$ cat src/rtl/uart_pkg.sv
// rtl/uart_pkg.sv - shared UART constants: parity modes and receiver state encodings.
package uart_pkg;

   localparam int PARITY_NONE = 0;
   localparam int PARITY_ODD  = 1;
   localparam int PARITY_EVEN = 2;

   typedef enum logic [2:0] {
      ST_IDLE   = 3'd0,
      ST_START  = 3'd1,
      ST_DATA   = 3'd2,
      ST_PARITY = 3'd3,
      ST_STOP   = 3'd4
   } rx_state_e;

endpackage

$ cat src/rtl/uart_rx_sync.sv
// rtl/uart_rx_sync.sv - 2-FF synchronizer for the async rx line plus a registered falling-edge detect.
module uart_rx_sync (
   input  logic i_clk,
   input  logic i_rst,
   input  logic i_async,
   output logic o_sync,
   output logic o_fall
);

   logic meta_q;
   logic sync_q;
   logic prev_q;

   // Reset to the idle-high level so releasing reset on an idle line never looks like an edge.
   always_ff @(posedge i_clk) begin
      if (i_rst) begin
         meta_q <= 1'b1;
         sync_q <= 1'b1;
         prev_q <= 1'b1;
      end else begin
         meta_q <= i_async;
         sync_q <= meta_q;
         prev_q <= sync_q;
      end
   end

   assign o_sync = sync_q;
   assign o_fall = prev_q & ~sync_q;

endmodule

$ cat src/rtl/uart_rx.sv
// rtl/uart_rx.sv - UART receiver: mid-bit sampling, optional parity, 1 or 2 stop bits, error flags.
module uart_rx
   import uart_pkg::*;
#(
   parameter int P_SYSTEM_CLK      = 50_000_000,
   parameter int P_UART_BAUND_RATE = 9600,
   parameter int P_UART_DATA_WIDTH = 8,
   parameter int P_UART_STOP_WIDTH = 1,
   parameter int P_UART_CHECK      = 0
) (
   input  logic                         i_clk,
   input  logic                         i_rst,
   input  logic                         i_uart_rx,
   output logic [P_UART_DATA_WIDTH-1:0] o_user_rx_data,
   output logic                         o_user_rx_valid,
   output logic                         o_user_rx_parity_err,
   output logic                         o_user_rx_frame_err
);

   localparam int N  = P_SYSTEM_CLK / P_UART_BAUND_RATE;
   localparam int CW = (N > 1) ? $clog2(N) : 1;
   localparam int BW = $clog2(P_UART_DATA_WIDTH + 1);

   localparam logic [CW-1:0] CNT_HALF  = CW'(N / 2);
   localparam logic [CW-1:0] CNT_LAST  = CW'(N - 1);
   localparam logic [BW-1:0] BIT_LAST  = BW'(P_UART_DATA_WIDTH - 1);
   localparam logic          STOP_LAST = 1'(P_UART_STOP_WIDTH - 1);

   logic rx_sync;
   logic rx_fall;

   uart_rx_sync u_sync (
      .i_clk   (i_clk),
      .i_rst   (i_rst),
      .i_async (i_uart_rx),
      .o_sync  (rx_sync),
      .o_fall  (rx_fall)
   );

   rx_state_e                    state_q;
   logic [CW-1:0]                cnt_q;
   logic [BW-1:0]                bit_cnt_q;
   logic                         stop_cnt_q;
   logic [P_UART_DATA_WIDTH-1:0] shift_q;
   logic                         par_q;
   logic                         perr_q;
   logic                         ferr_q;
   logic [P_UART_DATA_WIDTH-1:0] data_q;
   logic                         valid_q;
   logic                         perr_out_q;
   logic                         ferr_out_q;

   logic bit_tick;
   logic ones_odd;
   logic par_bad_d;

   // After the start-bit mid-sample the counter restarts, so every later mid-sample lands N cycles on.
   assign bit_tick = (cnt_q == CNT_LAST);
   assign ones_odd = par_q ^ rx_sync;

   always_comb begin
      par_bad_d = 1'b0;
      if (P_UART_CHECK == PARITY_ODD)  par_bad_d = ~ones_odd;
      if (P_UART_CHECK == PARITY_EVEN) par_bad_d = ones_odd;
   end

   always_ff @(posedge i_clk) begin
      if (i_rst) begin
         state_q    <= ST_IDLE;
         cnt_q      <= '0;
         bit_cnt_q  <= '0;
         stop_cnt_q <= 1'b0;
         shift_q    <= '0;
         par_q      <= 1'b0;
         perr_q     <= 1'b0;
         ferr_q     <= 1'b0;
         data_q     <= '0;
         valid_q    <= 1'b0;
         perr_out_q <= 1'b0;
         ferr_out_q <= 1'b0;
      end else begin
         valid_q <= 1'b0;
         case (state_q)
            ST_IDLE: begin
               if (rx_fall) begin
                  state_q <= ST_START;
                  cnt_q   <= '0;
               end
            end
            ST_START: begin
               if (cnt_q == CNT_HALF) begin
                  cnt_q      <= '0;
                  bit_cnt_q  <= '0;
                  stop_cnt_q <= 1'b0;
                  par_q      <= 1'b0;
                  perr_q     <= 1'b0;
                  ferr_q     <= 1'b0;
                  state_q    <= rx_sync ? ST_IDLE : ST_DATA;
               end else begin
                  cnt_q <= cnt_q + 1'b1;
               end
            end
            ST_DATA: begin
               if (bit_tick) begin
                  cnt_q   <= '0;
                  shift_q <= {rx_sync, shift_q[P_UART_DATA_WIDTH-1:1]};
                  par_q   <= par_q ^ rx_sync;
                  if (bit_cnt_q == BIT_LAST) begin
                     bit_cnt_q <= '0;
                     state_q   <= (P_UART_CHECK != PARITY_NONE) ? ST_PARITY : ST_STOP;
                  end else begin
                     bit_cnt_q <= bit_cnt_q + 1'b1;
                  end
               end else begin
                  cnt_q <= cnt_q + 1'b1;
               end
            end
            ST_PARITY: begin
               if (bit_tick) begin
                  cnt_q   <= '0;
                  perr_q  <= par_bad_d;
                  state_q <= ST_STOP;
               end else begin
                  cnt_q <= cnt_q + 1'b1;
               end
            end
            ST_STOP: begin
               if (bit_tick) begin
                  cnt_q <= '0;
                  if (stop_cnt_q == STOP_LAST) begin
                     data_q     <= shift_q;
                     perr_out_q <= perr_q;
                     ferr_out_q <= ferr_q | ~rx_sync;
                     valid_q    <= 1'b1;
                     stop_cnt_q <= 1'b0;
                     state_q    <= ST_IDLE;
                  end else begin
                     ferr_q     <= ferr_q | ~rx_sync;
                     stop_cnt_q <= 1'b1;
                  end
               end else begin
                  cnt_q <= cnt_q + 1'b1;
               end
            end
            default: state_q <= ST_IDLE;
         endcase
      end
   end

   assign o_user_rx_data       = data_q;
   assign o_user_rx_valid      = valid_q;
   assign o_user_rx_parity_err = perr_out_q;
   assign o_user_rx_frame_err  = ferr_out_q;

endmodule

$ cat config.mk
export PLATFORM = sky130hd
export DESIGN_NAME = uart_rx
export DESIGN_NICKNAME = d
export VERILOG_FILES = /design/src/rtl/uart_pkg.sv /design/src/rtl/uart_rx_sync.sv /design/src/rtl/uart_rx.sv
export SDC_FILE = /design/constraint.sdc
export NUM_CORES = 1
export LEC_CHECK = 0
export ABC_AREA = 1
export CAP_MARGIN = 40
export CELL_PAD_IN_SITES_DETAIL_PLACEMENT = 0
export CELL_PAD_IN_SITES_GLOBAL_PLACEMENT = 1
export CORE_MARGIN = 2
export CORE_UTILIZATION = 47
export CTS_BUF_LIST = sky130_fd_sc_hd__clkbuf_4 sky130_fd_sc_hd__clkbuf_8
export CTS_CLUSTER_SIZE = 14
export DETAILED_ROUTE_END_ITERATION = 12
export PLACE_DENSITY_LB_ADDON = 0.1
export SETUP_SLACK_MARGIN = 0.02
export SLEW_MARGIN = 10
export SYNTH_ARGS = -nofsm -noshare
export SYNTH_HDL_FRONTEND = slang
export SYNTH_SLANG_ARGS = --single-unit
$ cat constraint.sdc
create_clock -name i_clk -period 2.3 [get_ports i_clk]
set_input_delay 0.345 -clock i_clk [delete_from_list [all_inputs] [get_ports i_clk]]
set_output_delay 0.345 -clock i_clk [all_outputs]
set_load 0.02 [all_outputs]
==> results.yml <==
placed_design:
  pre_cts_ws_ps: 591.7
  place_hpwl_um: 3205
  gp_congestion: 0.8048
  placed_area_um2: 2221
  portBuffers: 12
route:
  first_pass_iters: 4
  wirelength_um: 4369
  viasPerCell: 4.989
  remaining_drc_errors: 0
  wire_per_inst_um: 11.90
  final_antenna_net_count: 0
  dr.first_iter.drc_count: 125
  vias: 1831
logic_synthesis:
  synth.distinct_cells: 33
  avgSynthCellArea_um2: 6.898
  yosysSeqAreaShare_pct: 40.90
  synthArstFlopShare_pct: 0
  synth.top_cell.area_share_pct: 40.90
  ys_warn_count: 0
  syn_inst: 298
  ys.flop_type: "dfxtp_1"
  synth_fp_nets: 304
  synth_edf_count: 0
  synth_area_leaders: "dfxtp_1 41%, nand2_1 12%, nor2_1 12%"
  yosys.area.top_type: "dfxtp_1"
  synth_area_um2: 2056
  synth_common_cells: "66 x nand2_1, 63 x nor2_1, 42 x dfxtp_1, 31 x inv_1, 19 x o21ai_0"
  synth_most_common_cell: "nand2_1"
  synth-seq-cells: 42
pwr:
  combPwrFrac_pct: 30.6
  p_leak_nw: 0.9726
  peakVddDrop_v: 0.0004841
  internal-power_mw: 1.399
  switchingPower_mw: 0.8170
  seq_power_share_pct: 37.5
  power_frac_clock_pct: 31.8
  switching_share_pct: 36.87
  p_per_area_nw_per_um2: 939.5
floorplan:
  die_h_um: 70.14
  ios: 14
  start_util_pct: 47.87
  die_x_um: 70.14
  placement_rows: 24
  design.die.area_um2: 4919
  core_area_um2: 4294
sta:
  skew_ps: 7.340
  finalSetupTns_ps: 0
  setup_viol: 0
  finalWorstSetupSlack_ps: 607.8
  hold_viol: 0
  timing.fmax_ghz: 0.5910
  rsz0062_at_grt: "false"
  period_share_pct: 73.57
  fin_crit_ps: 1692
  maxSlewViolCount: 0
outcome:
  status: "complete, no violations"
job:
  maxCapViolCount: 0
clock_network:
  insertion_delay_ps: 300
  clock_sinks: 42
  cts-root-buf: "clkbuf_8"
  clockBufferDepth: 2
  hold_buffers: 0
  post_cts_buffers: 0
  cts_tree: "built"
  ctsHtreeMaxLevel: 2
  cts_made_buffers: 5
  clkSlewWorstSetupHoldPaths_ps: 90
  cts_resized: 0
finish:
  area.growth.synth_to_final_pct: 14.73
  drive_above_1_share_pct: 11.43
  multiInputGateArea_um2: 1044
  design_area_um2: 2359
  fillers: 449
  diodes: 0
  fin_nets: 320
  ff_latch_area_um2: 840.8
setup_path:
  crit_type: "reg2reg"
  start_kind: "register"
  r2r_slack_ps: 610
  crit_arrival_ps: 1890
  end_kind: "register"
  cp.required_ps: 2500
  crit_fanout: 10
global_routing:
  grt_pass1_vias: 1699
  grt_usage_pct: 19.64
  overflow: 0
  grt_pass1_wl_um: 7617
  grt_max_degree: 29
  antenna_found_initial: 0
worst_hold_path:
  hp-class: "reg2reg"
==> layout make-up <==
class                   count  share of cell area, %
flip-flops and latches     42                  35.65
well taps                  52                  2.759
clock buffers               5                  2.918
inverters                  36                  5.783
multi-input cells         215                  44.24
clock inverters             3                  2.918
repair buffers             14                  5.729
==> stage by stage <==
step | total power, mW | hold WS (ps) | utilization [%] | instances
finish | 2.216 | 412.9 | 54.92 | 367
global route | 2.340 | 427.9 | 54.92 | 367
CTS | 2.233 | 416.2 | 54.92 | 367
detailed placement | 1.522 | 396.5 | 51.72 | 359
global placement | 1.527 | 390.6 | 51.72 | 359
floorplan | 1.398 | 389.5 | - | 298
==> state kept, by name, indices dropped and copies added (netlist names) <==
name and flops:
bit_cnt_q 4, cnt_q 13, ferr_q 1, o_user_rx_data 8, o_user_rx_frame_err 1, o_user_rx_valid 1, shift_q 8, state_q 3
u_sync.meta_q 1, u_sync.o_sync 1, u_sync.prev_q 1
==> cells by family after synthesis <==
logic type	after synthesis	synth area share [%]
simple gates	176	39.14
flops	42	40.90
buf+inv	41	8.337
compound gates	34	9.191
fa+ha+maj	3	1.826
xor+xnor	1	0.4261
other cells	1	0.1824
==> per-layer routing <==
layer / wire [um] / track usage (%) / up-vias
met4: 83 / 7.479 / 0
met1: 2148 / 24.84 / 823
met2: 1990 / 32.38 / 30
met5: 0 / 0 / -
li1: - / - / 970
met3: 146 / 4.762 / 8
==> placed cells by master, fill, tap and decap left out <==
cell type and instances:
nand2_1 66, nand2_2 4, o21ai_4 1, o21a_1 1
and2_2 1, o21ai_0 19, nand3_2 6, clkinv_4 1
nand3_1 14, or2_2 3, conb_1 1, ha_1 3
o21bai_1 1, bufinv_16 2, nor2_1 63, inv_1 31
nor2_2 2, nor3_2 1, nand2_4 2, clkbuf_8 5
nand4_1 7, clkdlybuf4s50_1 12, buf_4 2, nor2_4 2
nor3_1 4, clkinv_2 1, xor2_1 1, o21ai_1 3
nand3b_1 1, inv_2 3, dfxtp_1 42, o211ai_1 1
clkinv_1 1, a21oi_1 8
==> path summary, 6_finish.rpt <==
check                                         startpoint                             end  cells after the start
worst min-delay path            u_sync.meta_q$_SDFF_PP1_        u_sync.o_sync$_SDFF_PP1_                      1
worst min register to register  u_sync.meta_q$_SDFF_PP1_        u_sync.o_sync$_SDFF_PP1_                      1
worst max register to register     cnt_q[0]$_SDFFE_PP0P_  o_user_rx_data[3]$_SDFFE_PP0P_                     10
worst max-delay path               cnt_q[0]$_SDFFE_PP0P_  o_user_rx_data[3]$_SDFFE_PP0P_                     10
==> power by group through the flow <==
| stage | Clock [mW] | Sequential (mW) | Combinational, mW |
|---|---|---|---|
| after floorplan | 0 | 0.836 | 0.562 |
| after global placement | 0 | 0.844 | 0.683 |
| after detailed placement | 0 | 0.849 | 0.673 |
| after CTS | 0.723 | 0.832 | 0.678 |
| after global routing | 0.750 | 0.838 | 0.752 |
| final | 0.705 | 0.831 | 0.679 |
==> worst max-delay path: stages (launching register included) <==
cell     delay (ps)
dfxtp_1         380
ha_1            190
nand2_1          60
inv_1            60
nand2_1          80
nor2_4          130
nand2_2          90
nor2_4          230
inv_2           140
o21ai_0         170
nor2_1           50
Power figures use the tool's default switching activity.
